==> src/rtl/display_buf_arbiter.sv <==
// Single-port display RAM arbiter: LCD scan-out reader A has priority, updater B has a starvation guard.
// Optional statistics counters are compiled in when DBUF_ARB_STATS_EN is defined.
module display_buf_arbiter #(
    parameter  int LEN        = 12800,
    parameter  int WIDTH      = 8,
    parameter  int RD_LAT     = 2,
    parameter  int STARVE_MAX = 8,
    localparam int AW         = $clog2(LEN)
) (
    input  logic             clk,
    input  logic             rst_n,
    input  logic             a_req,
    input  logic [AW-1:0]    a_addr,
    output logic             a_gnt,
    output logic             a_rvalid,
    output logic [WIDTH-1:0] a_rdata,
    input  logic             b_req,
    input  logic             b_we,
    input  logic [AW-1:0]    b_addr,
    input  logic [WIDTH-1:0] b_wdata,
    output logic             b_gnt,
    output logic             b_rvalid,
    output logic [WIDTH-1:0] b_rdata,
    output logic [AW-1:0]    mem_addr,
    output logic [WIDTH-1:0] mem_din,
    output logic             mem_we,
`ifdef DBUF_ARB_STATS_EN
    input  logic             stat_clr,
    output logic [15:0]      stat_conflicts,
    output logic [15:0]      stat_forced,
`endif
    input  logic [WIDTH-1:0] mem_dout
);

    localparam logic [7:0] SMAX = 8'(STARVE_MAX);

    logic             force_b;
    logic             gnt_a_d;
    logic             gnt_b_d;
    logic [7:0]       streak_d;
    logic [7:0]       streak_q;
    logic             a_gnt_q;
    logic             b_gnt_q;
    logic             mem_we_q;
    logic [AW-1:0]    mem_addr_q;
    logic [WIDTH-1:0] mem_din_q;
    logic [RD_LAT-1:0] vld_q;
    logic [RD_LAT-1:0] own_b_q;
    logic [WIDTH-1:0] a_hold_q;
    logic [WIDTH-1:0] b_hold_q;

    assign force_b = a_req && b_req && (streak_q == SMAX);
    assign gnt_a_d = a_req && !force_b;
    assign gnt_b_d = b_req && !gnt_a_d;

    always_comb begin
        streak_d = streak_q;
        if (!b_req || gnt_b_d) begin
            streak_d = '0;
        end else if (gnt_a_d && streak_q != SMAX) begin
            streak_d = streak_q + 8'd1;
        end
    end

    always_ff @(posedge clk) begin
        if (!rst_n) begin
            streak_q   <= '0;
            a_gnt_q    <= 1'b0;
            b_gnt_q    <= 1'b0;
            mem_we_q   <= 1'b0;
            mem_addr_q <= '0;
            mem_din_q  <= '0;
            vld_q      <= '0;
            own_b_q    <= '0;
            a_hold_q   <= '0;
            b_hold_q   <= '0;
        end else begin
            streak_q <= streak_d;
            a_gnt_q  <= gnt_a_d;
            b_gnt_q  <= gnt_b_d;
            mem_we_q <= gnt_b_d && b_we;
            if (gnt_a_d) begin
                mem_addr_q <= a_addr;
            end else if (gnt_b_d) begin
                mem_addr_q <= b_addr;
            end
            if (gnt_b_d) begin
                mem_din_q <= b_wdata;
            end
            // Owner tag follows the access through the RAM read latency
            vld_q[0]   <= a_gnt_q || (b_gnt_q && !mem_we_q);
            own_b_q[0] <= b_gnt_q;
            for (int i = 1; i < RD_LAT; i++) begin
                vld_q[i]   <= vld_q[i-1];
                own_b_q[i] <= own_b_q[i-1];
            end
            if (a_rvalid) begin
                a_hold_q <= mem_dout;
            end
            if (b_rvalid) begin
                b_hold_q <= mem_dout;
            end
        end
    end

    assign a_gnt    = a_gnt_q;
    assign b_gnt    = b_gnt_q;
    assign mem_we   = mem_we_q;
    assign mem_addr = mem_addr_q;
    assign mem_din  = mem_din_q;
    assign a_rvalid = vld_q[RD_LAT-1] && !own_b_q[RD_LAT-1];
    assign b_rvalid = vld_q[RD_LAT-1] && own_b_q[RD_LAT-1];
    assign a_rdata  = a_rvalid ? mem_dout : a_hold_q;
    assign b_rdata  = b_rvalid ? mem_dout : b_hold_q;

`ifdef DBUF_ARB_STATS_EN
    logic [15:0] conf_q;
    logic [15:0] forced_q;

    always_ff @(posedge clk) begin
        if (!rst_n || stat_clr) begin
            conf_q   <= '0;
            forced_q <= '0;
        end else begin
            if (a_req && b_req && conf_q != 16'hFFFF) begin
                conf_q <= conf_q + 16'd1;
            end
            if (force_b && forced_q != 16'hFFFF) begin
                forced_q <= forced_q + 16'd1;
            end
        end
    end

    assign stat_conflicts = conf_q;
    assign stat_forced    = forced_q;
`endif

endmodule
==> config.mk <==
export PLATFORM = sky130hd
export DESIGN_NAME = display_buf_arbiter
export DESIGN_NICKNAME = d
export VERILOG_FILES = /design/src/rtl/display_buf_arbiter.sv
export SDC_FILE = /design/constraint.sdc
export NUM_CORES = 1
export LEC_CHECK = 0
export CORE_MARGIN = 3
export CORE_UTILIZATION = 45
export DETAILED_ROUTE_END_ITERATION = 16
export DONT_BUFFER_PORTS = 1
export GPL_TIMING_DRIVEN = 0
export SYNTH_ARGS = -nofsm -noshare
export SYNTH_HDL_FRONTEND = slang
export SYNTH_SLANG_ARGS = --single-unit
==> constraint.sdc <==
create_clock -name clk -period 3 [get_ports clk]
set_input_delay 0.6 -clock clk [delete_from_list [all_inputs] [get_ports clk]]
set_output_delay 0.6 -clock clk [all_outputs]
set_load 0.02 [all_outputs]
==> flow_summary_export.csv <==
group,metric,value,unit
finish,diodes,0,
placed_design,port-buffer-count,0,
route,wl,4.79,mm
placed_design,place.detailed.hpwl,3.69,mm
die,coreArea,4560,sq um
worst_setup_path,critPathArrivalTime,1.48,ns
yosys,ys_warn_count,0,
route,ant_nets,0,
route,drc,0,
route,drt-wirelength-per-cell,16.3,microns
finish,post_route_cells_drive_above_1_share,13.6,%
worst_setup_path,worst_r2r_path_depth,7,
yosys,ys_async_sr_fraction,0,%
timing,final_min_period_over_clock_period,69.4,%
yosys,yosysMostFrequentCell,"dfxtp_1",
timing,grt_setup_unrepaired,"no",
die,pin_count,92,
yosys,synth_fp_nets,271,
finish,syn_to_final_growth,7.59,%
yosys,syn_inst,220,
worst_setup_path,worst_setup_path_start_kind,"flip-flop",
outcome,outcome,"finished, final reports clean",
run,maxCapViolCount,0,
yosys,ys_top_cells_by_count,"53 x dfxtp_1, 21 x nor2_1, 20 x and2_1",
clock_tree,clk_pin_slew,0.09,ns
route,dr_vias,1590,
placed_design,place_inst,285,
hold_path,hp-start,"b_addr[10]",
clock_tree,hold_buffers,0,
finish,post_layout_nonfiller_instances,293,
global_route,grt_use_total,16.9,%
timing,final-hold-violation-count,0,
timing,hold_slack,0.396,ns
yosys,synth-edff-count,0,
finish,finalNetCount,278,
global_route,grt_remaining_overflow,0,
die,floorplan.die.width,76.3,microns
yosys,synth_ff_type,"dfxtp_1",
clock_tree,numCtsBuffers,5,
yosys,synth.avg_cell_area,10.1,sq um
clock_tree,clock_sink_count,53,
yosys,ys_ff_latch,53,
clock_tree,clockRootBuffer,"clkbuf_8",
worst_setup_path,worst-setup-path-type,"flip-flop to primary output",
yosys,synth_top_area_share,47.7,%
route,drt-initial-drc-count,38,
die,die_area,5830,sq um
timing,finalSetupViolCount,0,
hold_path,timing.hold.worst_path_depth,1,
hold_path,min-delay-path-class,"input pin to flip-flop",
yosys,synth.top_cells.by_area,"dfxtp_1 48%, mux2i_1 8.1%, mux2_2 8.1%",
worst_setup_path,timing.critical_path.to_type,"primary output",
worst_setup_path,beginning_of_the_worst_register_to_register_path,"streak_q[0]",
route,routed_via_density,5.43,
worst_setup_path,r2r_end,"mem_addr[8]",
global_route,grt_start_max_net_pins,17,
die,die_height,76.3,microns
die,fp-row-count,24,
clock_tree,cts_repair_resize_count,0,
yosys,synth_largest_area_cell,"dfxtp_1",
finish,multiInputGateArea,1080,sq um
clock_tree,clock_latency,0.31,ns
clock_tree,buffer_levels_on_the_longest_clock_path,2,
placed_design,routabilityCongestion,0.755,
finish,register_area,1060,sq um
timing,maxSlewViolCount,0,
power,p_leak,0.992,nW
worst_setup_path,r2r_setup_slack,1.36,ns
timing,final_period_minus_worst_setup_slack,2.08,ns
clock_tree,post_cts_buffers,0,
hold_path,worst_hold_path_ep,"mem_addr[10]",
finish,filler_cell_count,433,
yosys,synth-seq-area-share,47.7,%
timing,final.setup_skew,0.00352,ns
global_route,global_route_wire_length_before_repair,8.01,mm
worst_setup_path,worst-path-max-fanout,9,
worst_setup_path,cp.required,2.40,ns
yosys,mappedNetlistArea,2230,sq um
yosys,post_synth_num_cell_types,28,
clock_tree,htree_num_levels,2,
global_route,number_of_global_route_vias_before_repair,1655,
route,drt-pass1-iter-count,4,
timing,max-slew-margin-rel,67.8,%
clock_tree,cts_tree,"done",
global_route,antenna_found_initial,0,
timing,timing.setup.tns,0,ns
timing,maxClockFrequency,480,MHz
power,worst_ir_drop_vdd,0.000310,V
power,post-layout-total-power,1.28,mW
die,initial_utilization,48.8,%
timing,worstMarginPinSlew,0.482,ns
power,cellPowerDensity,534,nW/um^2
how the worst max path moves through the flow:
stage	start	endpoint	slack, ns	cells past startpoint
floorplan	vld_q[1]	a_rdata[0]	1.33	3
global placement	a_req	mem_addr[11]	1.24	5
detailed placement	a_req	mem_addr[1]	1.18	5
CTS	vld_q[1]	a_rdata[0]	0.90	3
global route	vld_q[1]	a_rdata[5]	0.80	3
finish	vld_q[1]	a_rdata[0]	0.92	3
per-layer routing:
metal	wire length, microns	vias to the layer above	GRT usage (%)	part of all wire (%)
li1	-	762	-	-
met1	1750	733	16.9	36
met2	2360	83	28.9	49
met3	561	12	8.04	12
met4	119	0	9.42	2.5
met5	0	-	0	0
state kept, by name (all words and copies together), names as in the netlist:
register,cells
a_gnt,1
mem_din,8
b_gnt,1
b_hold_q,8
mem_addr,14
streak_q,8
a_hold_q,8
own_b_q,2
vld_q,2
mem_we,1
worst max-delay path, cell delays in order, from the launching register on:
cell and delay [ns]:
dfxtp_1 0.33, nor2b_1 0.11, buf_2 0.29, mux2_2 0.45
cells by family (layout without fill, tap and decap cells):
group,after synthesis,in the layout,share of synthesized area (%)
flip-flops,53,53,47.7
AO/OA/AOI/OAI,32,32,10.7
AND/OR/NAND/NOR,76,76,18.1
multiplexers,34,34,16.2
buffers and inverters,17,25,3.88
XOR/XNOR,6,6,2.36
adder cells (fa/ha/maj),2,2,1.12
power breakdown:
part / switching [mW] / internal [mW] / total, mW
sequential: 0.0429 / 0.730 / 0.773
combinational: 0.0574 / 0.0494 / 0.107
clock: 0.234 / 0.165 / 0.399
stage by stage:
step	util (%)	worst slack (ns)	area, sq um
after CTS	52.5	0.899	2390
after floorplan	-	1.33	2230
after global placement	50.5	1.24	2310
final	52.5	0.918	2390
after detailed placement	50.5	1.18	2310
after global routing	52.5	0.801	2390
layout make-up:
class                      count  share of cell area, %
sequential                    53                   44.3
tap                           65                   3.40
multi-input combinational    150                   45.0
inverter                       4                  0.627
clock buffer                   6                   3.03
buffer                        13                   2.98
clock inverter                 2                  0.627
cell usage in the layout (no fill, tap or decap), types with 2 or more instances in the layout:
master / n
xnor2_1: 2
inv_1: 4
a21boi_1: 10
nor2_1: 21
nor2b_1: 11
a21o_1: 4
buf_2: 3
and2_1: 20
xor2_1: 4
clkbuf_8: 5
a31oi_1: 10
a22o_1: 4
mux2i_1: 18
clkbuf_1: 8
nand2_1: 15
nand4_1: 5
buf_6: 2
clkinvlp_4: 2
mux2_2: 16
ha_1: 2
dfxtp_1: 53
Power figures use the tool's default switching activity.
